## config.mk

```make
export PLATFORM = sky130hd
export DESIGN_NAME = bcd2bin_flat
export DESIGN_NICKNAME = d
export VERILOG_FILES = /design/src/rtl/bcd_pkg.sv /design/src/rtl/bcd2bin_if.sv /design/src/rtl/bcd_digit_adj.sv /design/src/rtl/bcd2bin.sv /design/src/flat_wrapper.sv
export SDC_FILE = /design/constraint.sdc
export NUM_CORES = 1
export LEC_CHECK = 0
export CELL_PAD_IN_SITES_DETAIL_PLACEMENT = 1
export CELL_PAD_IN_SITES_GLOBAL_PLACEMENT = 2
export CORE_AREA = 2 2 88 90
export CTS_BUF_LIST = sky130_fd_sc_hd__clkbuf_4 sky130_fd_sc_hd__clkbuf_8
export DETAILED_ROUTE_END_ITERATION = 16
export DIE_AREA = 0 0 90 92
export GPL_ROUTABILITY_DRIVEN = 0
export MAX_ROUTING_LAYER = met4
export PLACE_DENSITY_LB_ADDON = 0.1
export SYNTH_ARGS = -nofsm -noshare
export SYNTH_HDL_FRONTEND = slang
export SYNTH_SLANG_ARGS = --single-unit
```

## constraint.sdc

```tcl
create_clock -name clk -period 3.9 [get_ports clk]
set_clock_uncertainty 0.2 [all_clocks]
set_input_delay 0.585 -clock clk [delete_from_list [all_inputs] [get_ports clk]]
set_output_delay 0.585 -clock clk [all_outputs]
set_load 0.01 [all_outputs]
```

## src/rtl/bcd_pkg.sv

```systemverilog
// rtl/bcd_pkg.sv - shared types and constants for the BCD conversion blocks
// Contents:
//   state_t       controller states IDLE / SHIFT
//   BCD_ADJ_*     per-digit correction threshold and subtrahend
//   BCD_MAX_DIGIT largest legal BCD digit value
//   count_width() width of an iteration counter covering 0..bin_w-1
package bcd_pkg;

  typedef enum logic {
    IDLE  = 1'b0,
    SHIFT = 1'b1
  } state_t;

  localparam logic [3:0] BCD_ADJ_THRESH = 4'd8;
  localparam logic [3:0] BCD_ADJ_SUB    = 4'd3;
  localparam logic [3:0] BCD_MAX_DIGIT  = 4'd9;

  function automatic int count_width(input int bin_w);
    return (bin_w > 1) ? $clog2(bin_w) : 1;
  endfunction

endpackage

```

## src/rtl/bcd2bin_if.sv

```systemverilog
// rtl/bcd2bin_if.sv - start/busy/done conversion handshake bundle
// Signals:
//   start   request a conversion (master -> slave)
//   bcd_in  packed BCD operand, digit 0 at [3:0] (master -> slave)
//   busy    conversion in progress (slave -> master)
//   done    one-cycle result strobe (slave -> master)
//   bin_out unsigned binary result (slave -> master)
//   err     operand held a digit above 9 (slave -> master)
interface bcd2bin_if #(
  parameter int DIGITS = 4,
  parameter int BIN_W  = 16
);

  logic                  start;
  logic [4*DIGITS-1:0]   bcd_in;
  logic                  busy;
  logic                  done;
  logic [BIN_W-1:0]      bin_out;
  logic                  err;

  modport master (
    output start, bcd_in,
    input  busy, done, bin_out, err
  );

  modport slave (
    input  start, bcd_in,
    output busy, done, bin_out, err
  );

endinterface

```

## src/rtl/bcd_digit_adj.sv

```systemverilog
// rtl/bcd_digit_adj.sv - reverse double dabble correction for one BCD digit
// Ports:
//   digit  4-bit digit field after the right shift
//   adj    digit minus 3 when digit >= 8, else digit unchanged
module bcd_digit_adj
  import bcd_pkg::*;
(
  input  logic [3:0] digit,
  output logic [3:0] adj
);

  assign adj = (digit >= BCD_ADJ_THRESH) ? (digit - BCD_ADJ_SUB) : digit;

endmodule

```

## src/rtl/bcd2bin.sv

```systemverilog
// rtl/bcd2bin.sv - sequential packed-BCD to unsigned binary converter
// Ports:
//   clk  rising-edge clock
//   rst  synchronous active-low reset
//   bus  bcd2bin_if slave: start/bcd_in in; busy/done/bin_out/err out
// A valid operand takes BIN_W shift cycles; an operand with a digit above 9
// is rejected with done+err on the accept edge itself.
module bcd2bin
  import bcd_pkg::*;
#(
  parameter int DIGITS = 4,
  parameter int BIN_W  = 16
) (
  input  logic            clk,
  input  logic            rst,
  bcd2bin_if.slave        bus
);

  localparam int BCD_W = 4 * DIGITS;
  localparam int TOT_W = BCD_W + BIN_W;
  localparam int CNT_W = count_width(BIN_W);

  // The largest DIGITS-digit decimal value must fit in the binary result.
  if ((64'd10 ** DIGITS) - 64'd1 >= (64'd1 << BIN_W)) begin : g_width_check
    $error("bcd2bin: BIN_W too small for DIGITS");
  end

  state_t             state, state_nxt;
  logic [CNT_W-1:0]   count, count_nxt;
  logic [TOT_W-1:0]   sr, sr_nxt;
  logic               busy_q, busy_nxt;
  logic               done_q, done_nxt;
  logic               err_q, err_nxt;
  logic [BIN_W-1:0]   bin_q, bin_nxt;

  logic               bad_digit;
  logic               last_iter;
  logic [TOT_W-1:0]   shifted;
  logic [BCD_W-1:0]   adj_field;
  logic [TOT_W-1:0]   sr_step;

  always_comb begin
    bad_digit = 1'b0;
    for (int i = 0; i < DIGITS; i++) begin
      if (bus.bcd_in[4*i +: 4] > BCD_MAX_DIGIT) bad_digit = 1'b1;
    end
  end

  // One iteration: shift the whole register right, then correct each digit
  // field of the upper (BCD) part independently.
  assign shifted = sr >> 1;

  for (genvar g = 0; g < DIGITS; g++) begin : g_adj
    bcd_digit_adj u_adj (
      .digit (shifted[BIN_W + 4*g +: 4]),
      .adj   (adj_field[4*g +: 4])
    );
  end

  assign sr_step   = {adj_field, shifted[BIN_W-1:0]};
  assign last_iter = (count == CNT_W'(BIN_W - 1));

  always_comb begin
    state_nxt = state;
    count_nxt = count;
    sr_nxt    = sr;
    busy_nxt  = busy_q;
    done_nxt  = 1'b0;
    err_nxt   = err_q;
    bin_nxt   = bin_q;
    case (state)
      IDLE: begin
        if (bus.start) begin
          err_nxt = 1'b0;
          sr_nxt  = {bus.bcd_in, {BIN_W{1'b0}}};
          if (bad_digit) begin
            done_nxt = 1'b1;
            err_nxt  = 1'b1;
            bin_nxt  = '0;
          end else begin
            count_nxt = '0;
            busy_nxt  = 1'b1;
            state_nxt = SHIFT;
          end
        end
      end
      SHIFT: begin
        sr_nxt    = sr_step;
        count_nxt = count + 1'b1;
        if (last_iter) begin
          bin_nxt   = sr_step[BIN_W-1:0];
          done_nxt  = 1'b1;
          busy_nxt  = 1'b0;
          state_nxt = IDLE;
        end
      end
      default: state_nxt = IDLE;
    endcase
  end

  always_ff @(posedge clk) begin
    if (!rst) begin
      state  <= IDLE;
      count  <= '0;
      sr     <= '0;
      busy_q <= 1'b0;
      done_q <= 1'b0;
      err_q  <= 1'b0;
      bin_q  <= '0;
    end else begin
      state  <= state_nxt;
      count  <= count_nxt;
      sr     <= sr_nxt;
      busy_q <= busy_nxt;
      done_q <= done_nxt;
      err_q  <= err_nxt;
      bin_q  <= bin_nxt;
    end
  end

  // For a valid operand every BCD digit has been drained to zero once the
  // final iteration completes; a non-zero residue means a datapath fault.
  always_ff @(posedge clk) begin
    if (rst && state == SHIFT && last_iter) begin
      assert (sr_step[TOT_W-1:BIN_W] == '0);
    end
  end

  assign bus.busy    = busy_q;
  assign bus.done    = done_q;
  assign bus.err     = err_q;
  assign bus.bin_out = bin_q;

endmodule

```

## src/flat_wrapper.sv

```systemverilog
// flat-port wrapper written by rule: the top's interface ports become plain ports
module bcd2bin_flat import bcd_pkg::*;
#(
  parameter int DIGITS = 4,
  parameter int BIN_W  = 16
)
  (clk, rst, bus_start, bus_bcd_in, bus_busy, bus_done, bus_bin_out, bus_err);
  bcd2bin_if #(.DIGITS(DIGITS), .BIN_W(BIN_W)) bus_i ();
  input  logic clk;
  input  logic rst;
  input wire logic [$bits(bus_i.start)-1:0] bus_start;
  input wire logic [$bits(bus_i.bcd_in)-1:0] bus_bcd_in;
  output wire logic [$bits(bus_i.busy)-1:0] bus_busy;
  output wire logic [$bits(bus_i.done)-1:0] bus_done;
  output wire logic [$bits(bus_i.bin_out)-1:0] bus_bin_out;
  output wire logic [$bits(bus_i.err)-1:0] bus_err;
  assign bus_i.start = bus_start;
  assign bus_i.bcd_in = bus_bcd_in;
  assign bus_busy = bus_i.busy;
  assign bus_done = bus_i.done;
  assign bus_bin_out = bus_i.bin_out;
  assign bus_err = bus_i.err;
  bcd2bin #(.DIGITS(DIGITS), .BIN_W(BIN_W)) u_core (.clk(clk), .rst(rst), .bus(bus_i));
endmodule
```

==> summary by stage, run 1 <==
Run status
The run finished with clean final reports.

Floorplan
The core area is 7450 um^2. The die outline area is 8280 um^2. The floorplan die width is 90 um.

The initial core utilization is 0.353. For this design the top-level I/O count stands at 38. The die is 92 um tall.

The floorplan row count is 32.

Global route
The via count of the first global-routing pass came to 2246. Global routing finished with a remaining overflow of 0. The largest net degree at the start of global routing is 41.

The number of antenna violations at the first check in global routing is 0. In the global route stage, overall resource usage came out at 0.172. The global-route wire length before repair is 11300 um.

Pwr
The internal portion of total power is 0.000834 W. The share of total power dissipated in combinational logic is 0.119. The analysis attributes to cell leakage a power of 1.13 nW. Of the total power, the share spent switching nets is 0.254. Of the total power, registers draw 0.537. Total power for the finished layout comes to 0.00112 W. The power per cell area is 357 nW/um^2. The switching power total is 0.000283 W.

The maximum ir drop on the vdd rail is 0.165 mV. The share of total power dissipated in the clock network is 0.344.

Yosys
The post-synthesis register bit count is 55. The cell accounting for the most synthesized area is dfxtp_1. The most repeated cell in the gate-level netlist after synthesis is dfxtp_1. The proportion of netlist area held by the largest area contributor is 0.418. For this run, the register share of the synthesized area comes to 0.418. After technology mapping, the gate count stands at 281. The average cell area after synthesis is 9.36 um^2. In the synthesized netlist the async set-or-reset flop fraction comes to 0.

During synthesis, Yosys emitted a total of 0 warnings. The most used flip-flop cell after synthesis is dfxtp_1. The netlist uses 43 different library cells. The mapped netlist covers 2630 um^2. The post-synthesis net count is 307. Counting instances in the post-synthesis netlist gives the leading cell types as 55 x dfxtp_1, 24 x inv_1, 22 x nor2_1, 20 x a21oi_1, 18 x nand3_1.

Yosys attributes the largest share of cell area to dfxtp_1 42%, nor3b_1 4.3%, o31ai_2 4.3%, a21oi_1 3.8%, nand3_1 3.4%. The number of enable-type register cells in the synthesized netlist is 0.

Hold path
The kind of path behind the tightest hold check is reg2reg. The worst hold path terminates at u_core.sr[29]. Along the worst hold path, the cell count comes to 2.

The hold path startpoint is u_core.sr[30].

Cells and area
The fraction of layout cells with a size suffix above 1 is 0.110. The area growth from synthesis to layout is 18.9%. After the last flow step, the layout net total stands at 334. The repair_antennas step left the layout with diodes totalling 0.

Critical path
The worst register-to-register path begins at u_core.state. In this design, the stage delay of the slowest critical-path cell is 790 ps. The arrival time reported for the critical path endpoint is 2290 ps.

The data required time of the critical path is 3880 ps. The length in cells of the worst reg-to-reg path is 4. The category of the critical setup timing path is reg2reg. The worst register-to-register path has a setup slack of 1580 ps. Walking the worst path, the cells encountered are buf_4 > nand4_2 > nand2_2 > o31ai_1. The critical path startpoint category is a flop. The cell with the biggest individual delay on the critical path is dfxtp_1. The type of element capturing the critical path is a flop.

Of all nets on the critical path, the largest fanout is 40. The reg-to-reg critical path endpoint is u_core.bus.bin_out[3].

Timing
Based on the critical path, the design can be clocked at up to 431 MHz. The number of failing hold endpoints at the final stage is 0. Setup repair after global routing left no endpoint under its margin. The measured slew at the worst slew-check pin is 735 ps. The count of final max-slew check failures is 0. Of the available clock period, the critical path in the final layout requires 0.594.

After layout, the minimum clock period comes to 2320 ps. The worst slew margin relative to its limit is 0.508. Setup violations remaining at the end of the flow were counted as 0.

The final total negative setup slack is 0 ps.

CTS
The number of buffers added for setup after CTS is 0. The number of H-tree branching levels is 2. The post-CTS resize count is 0. Clock latency on the worst-skew pair, taken at its later pin, is 310 ps. The number of hold buffers added after CTS is 0. In this run, CTS created clock tree buffers numbering 5. The maximum count of clock buffers along a single path is 2. The number of sinks on the clock net is 55. The cell at the root of the clock tree is clkbuf_8. The CTS tree is done.

The clock slew seen by the registers of the worst setup and hold paths is 100 ps.

Detailed routing
The routed via count divided by cell count is 5.07. The routed length per instance is 15.5 um. The violation count after the first detailed-routing iteration is 71. For this run, design rule violations remaining after detail routing come to 0. The count of TritonRoute iterations in the first routing pass is 4. The total number of vias is 2078. The final layout contains routed wiring with a total length of 6360 um.

Once detail routing completed, the nets flagged for antenna violations numbered 0.

Placement
The number of I/O port buffers is 37. The half-perimeter wire length after placement is 4260 um.

Flow run
The tool flagged a number of max-cap violations equal to 0.
critical path, delay by kind of cell, from the launching register on:
family                 cells  cell delay (ps)
DFF                        1              790
and+or+nand+nor            2              590
AOI/OAI and AO/OA          1              120
buffers and inverters      1              470
per-stage QoR:
stage / util / setup WS [ps] / std cells / instance area, um^2 / hold slack [ps]
detailed placement: 0.406 / 1380 / 403 / 3020 / 245
finish: 0.420 / 1580 / 410 / 3130 / 260
floorplan: - / 2290 / 281 / 2630 / 229
global placement: 0.406 / 1390 / 403 / 3020 / 240
CTS: 0.420 / 1550 / 410 / 3130 / 260
global route: 0.420 / 1410 / 410 / 3130 / 283
layer usage:
| layer | share of wire | track usage | wire length (um) |
|---|---|---|---|
| met5 | 0 | - | 0 |
| met4 | 0.012 | 0.0462 | 76 |
| met3 | 0.028 | 0.0353 | 181 |
| met2 | 0.48 | 0.293 | 3080 |
| met1 | 0.48 | 0.208 | 3020 |
flip-flops by register name (all words and copies together), names as in the netlist:
register	count
u_core.sr	31
u_core.bus.bin_out	16
u_core.count	4
u_core.bus.busy	1
u_core.bus.done	1
u_core.bus.err	1
u_core.state	1
kinds of logic after synthesis:
| group | Yosys count | synth area share |
|---|---|---|
| compound gates | 71 | 0.219 |
| xor+xnor | 7 | 0.0233 |
| simple gates | 83 | 0.171 |
| mux | 12 | 0.0476 |
| buf+inv | 46 | 0.0880 |
| flops | 55 | 0.418 |
| fa+ha+maj | 7 | 0.0333 |
worst max path at each step:
stage / startpoint / end / slack (ps) / cells past startpoint
3_3_place_gp: bus_start / u_core.bus.err / 1390 / 5
6_report: u_core.state / u_core.bus.bin_out[3] / 1580 / 4
3_5_place_dp: bus_start / u_core.bus.err / 1380 / 5
4_1_cts: u_core.state / u_core.bus.bin_out[10] / 1550 / 4
2_1_floorplan: bus_bcd_in[10] / u_core.bus.done / 2290 / 4
5_1_grt: u_core.state / u_core.bus.bin_out[7] / 1410 / 4
cells in the final DEF, fill, tap and decap left out, types with 8 or more instances in the layout:
cell / count
o31ai_1: 8
dfxtp_1: 55
clkdlybuf4s50_1: 37
mux2i_1: 8
nor2_1: 22
nand2_1: 14
nand3_1: 18
a21oi_1: 20
a211oi_1: 10
o31ai_2: 9
nor3b_1: 15
inv_1: 24
power by group through the flow:
stage          Clock (W)  Sequential [W]  Combinational [W]
2_1_floorplan          0        0.000605          0.0000967
3_3_place_gp           0        0.000613           0.000134
3_5_place_dp           0        0.000613           0.000136
4_1_cts         0.000395        0.000600           0.000136
5_1_grt         0.000423        0.000604           0.000149
6_report        0.000384        0.000600           0.000133
area by class of cell:
class	count	area (um^2)
fill	886	4320
tap	102	128
sequential	55	1100
inverter	25	93.8
timing repair buffer	41	400
multi-input combinational	180	1300
clock inverter	1	30.0
clock buffer	6	76.3
No activity file was read; power rests on OpenSTA's default activity.
==> run 2: changes to the inputs <==
--- a/config.mk
+++ b/config.mk
@@ -7,10 +7,10 @@
 export LEC_CHECK = 0
 export CELL_PAD_IN_SITES_DETAIL_PLACEMENT = 1
 export CELL_PAD_IN_SITES_GLOBAL_PLACEMENT = 2
-export CORE_AREA = 2 2 88 90
+export CORE_AREA = 2 2 96 98
 export CTS_BUF_LIST = sky130_fd_sc_hd__clkbuf_4 sky130_fd_sc_hd__clkbuf_8
 export DETAILED_ROUTE_END_ITERATION = 16
-export DIE_AREA = 0 0 90 92
+export DIE_AREA = 0 0 98 100
 export GPL_ROUTABILITY_DRIVEN = 0
 export MAX_ROUTING_LAYER = met4
 export PLACE_DENSITY_LB_ADDON = 0.1
==> constraint.sdc (replaced) <==
create_clock -name clk -period 1.88 [get_ports clk]
set_clock_uncertainty 0.2 [all_clocks]
set_input_delay 0.282 -clock clk [delete_from_list [all_inputs] [get_ports clk]]
set_output_delay 0.282 -clock clk [all_outputs]
set_load 0.01 [all_outputs]
==> run 2 against run 1 <==
Register-to-register slack got worse by 1400 ps. Routed wire length is 6.3% higher. Critical path type is now reg2out. First-iteration DRC count shrank 5.6%. Sequential share of layout area down 1.9 points.
==> summary by stage, run 2 (same netlist as run 1, synthesis figures left out) <==
Pwr
Total power for the finished layout comes to 0.00251 W. Summed over all cells, the static leakage comes to 1.22 nW. The power per cell area is 759 nW/um^2. The maximum ir drop on the vdd rail is 0.458 mV.

CTS
Buffers inserted to repair hold after CTS numbered 0. After clock tree synthesis, the clock-pin slew on the worst setup and hold paths is 110 ps. The CTS tree is done. Buffers inserted during clock tree synthesis total 5. Post-CTS repair changed the size of 0 cells. In this run the post-CTS setup repair buffer count came out at 0.

The clock network latency to the later pin of the worst-skew pair is 320 ps. The maximum count of clock buffers along a single path is 2. The tree is rooted in a clkbuf_8. Clock tree synthesis found a total of 55 sinks. The H-tree was split into 2 levels.

Critical path
Data on the critical path is required at its endpoint by 1400 ps. The worst setup path is launched from a flop. The reg-to-reg critical path endpoint is u_core.sr[18]. The worst register-to-register path has a depth of 4. Among all stages on the critical path, the largest delay is contributed by clkdlybuf4s50_1.

STA puts the critical path data arrival time at 1260 ps. The type of element capturing the critical path is an output pin. Across all register-to-register paths, the minimum setup slack is 180 ps. The category of cells accounting for the largest share of critical-path delay is buffers and inverters. Walking the worst path, the cells encountered are clkdlybuf4s50_1.

In this run the worst path has a maximum fanout of 2. The category of the critical setup timing path is reg2out. In this run the critical register-to-register path is launched from u_core.state.

The number of buffers and inverters on the critical path is 1. The largest incremental delay on the critical path is 600 ps.

Floorplan
The region available for standard cell placement spans 8890 um^2. The height of the die is 100 um. The die covers 9800 um^2.

For this configuration, the core starts out at a cell density of 0.296. Pin placement for this block handled 38 I/O pins. Measured along the x axis, the die boundary spans 98 um. After floorplanning, the core was divided into 35 placement rows.

Hold path
The worst hold endpoint is u_core.sr[28]. The worst hold path was traced through 2 stages. The kind of path behind the tightest hold check is reg2reg.

The startpoint identified for the worst hold timing path is u_core.sr[29].

Detailed routing
The detail route stage leaves a number of antenna-violating nets equal to 0. The routed design has 6760 um of wire. The detailed router finished its first iteration with 67 violations. Summing over every cut layer, the via total after detailed routing is 2158.

After detailed routing, the number of vias per cell comes to 4.96. Dividing the detail-routed wire length by the instance count gives 15.5 um. The first TritonRoute pass finished after 4 iterations. For this run, design rule violations remaining after detail routing come to 0.

Cells and area
The register name with the most flops is u_core.sr. The number of flip-flops under the largest register name is 31. At the end of the flow, the number of nets in the layout was 349. The fraction of layout cells with a size suffix above 1 is 0.154. The area growth from synthesis to layout is 25.7%. The top cell types in the final layout, fill and taps aside, are 55 x dfxtp_1, 37 x clkdlybuf4s50_1, 24 x inv_1. 0 antenna diodes ended up in the layout. The most common cell after layout, fill and taps aside is dfxtp_1.

The finished cells cover 3310 um^2.

Timing
The count of final max-slew check failures is 0. Hold timing on the final database bottoms out at a slack of 252 ps. Headroom to the max-slew limit came out at 0.673. The fraction of the cycle the final worst path needs is 0.926. For the pin with the worst max-slew slack, the measured transition is 489 ps. Setup repair after global routing left no endpoint under its margin.

The number of failing hold endpoints at the final stage is 0. For this run, the top clock speed supported by timing is 574 MHz. The final critical-path required period is 1740 ps.

The final-report setup violation count is 0.

Placement
The area after detailed placement is 3170 um^2. The number of I/O port buffers is 37. Once detailed placement completed, the half-perimeter wirelength came to 4690 um.

Global route
The number of antenna violations at the first check in global routing is 0. The largest net degree at the start of global routing is 20. The first global-routing pass estimated 11300 um of wire. The total global routing track utilization is 0.147. After global routing the overflow that remains totals 0.

The via count of the first global-routing pass was 2230.

Flow run
Across the run, the number of max-cap violations was 0.

Run status
The flow ran to the end, and the final reports show no timing, DRC or antenna violations.
[run 2: changes by cell type in the layout (fill, tap and decap cells not counted), sizes merged]
| cell | before | now |
|---|---|---|
| buf | 4 | 19 |
| bufinv | 1 | 2 |
| clkinvlp | 0 | 1 |
| clkbuf | 6 | 5 |
[run 2: tightest hold or removal path, cell delays in order (launching register included)]
cell	delay [ps]
dfxtp_1	320
nand2_1	50
a21oi_1	50
[run 2: worst max-delay path by stage]
| stage | slack, ps | start | cells past startpoint | to |
|---|---|---|---|---|
| floorplan | 380 | u_core.count[0] | 6 | u_core.bus.bin_out[13] |
| global placement | -7 | bus_bcd_in[2] | 4 | u_core.count[2] |
| detailed placement | -30 | bus_start | 5 | u_core.sr[28] |
| CTS | 130 | u_core.bus.bin_out[14] | 1 | bus_bin_out[14] |
| global route | 40 | u_core.state | 4 | u_core.sr[18] |
| finish | 140 | u_core.bus.bin_out[14] | 1 | bus_bin_out[14] |
[run 2: metal layers]
metal / vias up / global-route usage / share of wire
met5: - / - / 0
met2: 30 / 0.250 / 0.47
met3: 8 / 0.0230 / 0.031
li1: 1075 / - / -
met1: 1045 / 0.185 / 0.49
met4: 0 / 0.0353 / 0.0098
[run 2: area by class of cell]
| cell class | instances | area [um^2] |
|---|---|---|
| clock buffers | 5 | 68.8 |
| clock inverters | 3 | 67.6 |
| fillers | 1013 | 5580 |
| inverters | 25 | 93.8 |
| multi-input cells | 180 | 1300 |
| flip-flops and latches | 55 | 1100 |
| well taps | 111 | 139 |
| repair buffers | 56 | 538 |
[run 2: power by group]
group	total (W)	internal (W)	switching [W]
sequential	0.00124	0.00120	0.0000403
clock	0.000951	0.000532	0.000419
combinational	0.000318	0.000152	0.000166
total	0.00251	0.00188	0.000626
[run 2: per-stage QoR]
stage	util	instances	setup TNS [ps]	setup slack (ps)
global placement	0.357	427	-6.98	-6.98
CTS	0.372	435	0	127
detailed placement	0.357	427	-107	-31.3
floorplan	-	281	0	381
global route	0.372	435	0	42.7
finish	0.372	435	0	139
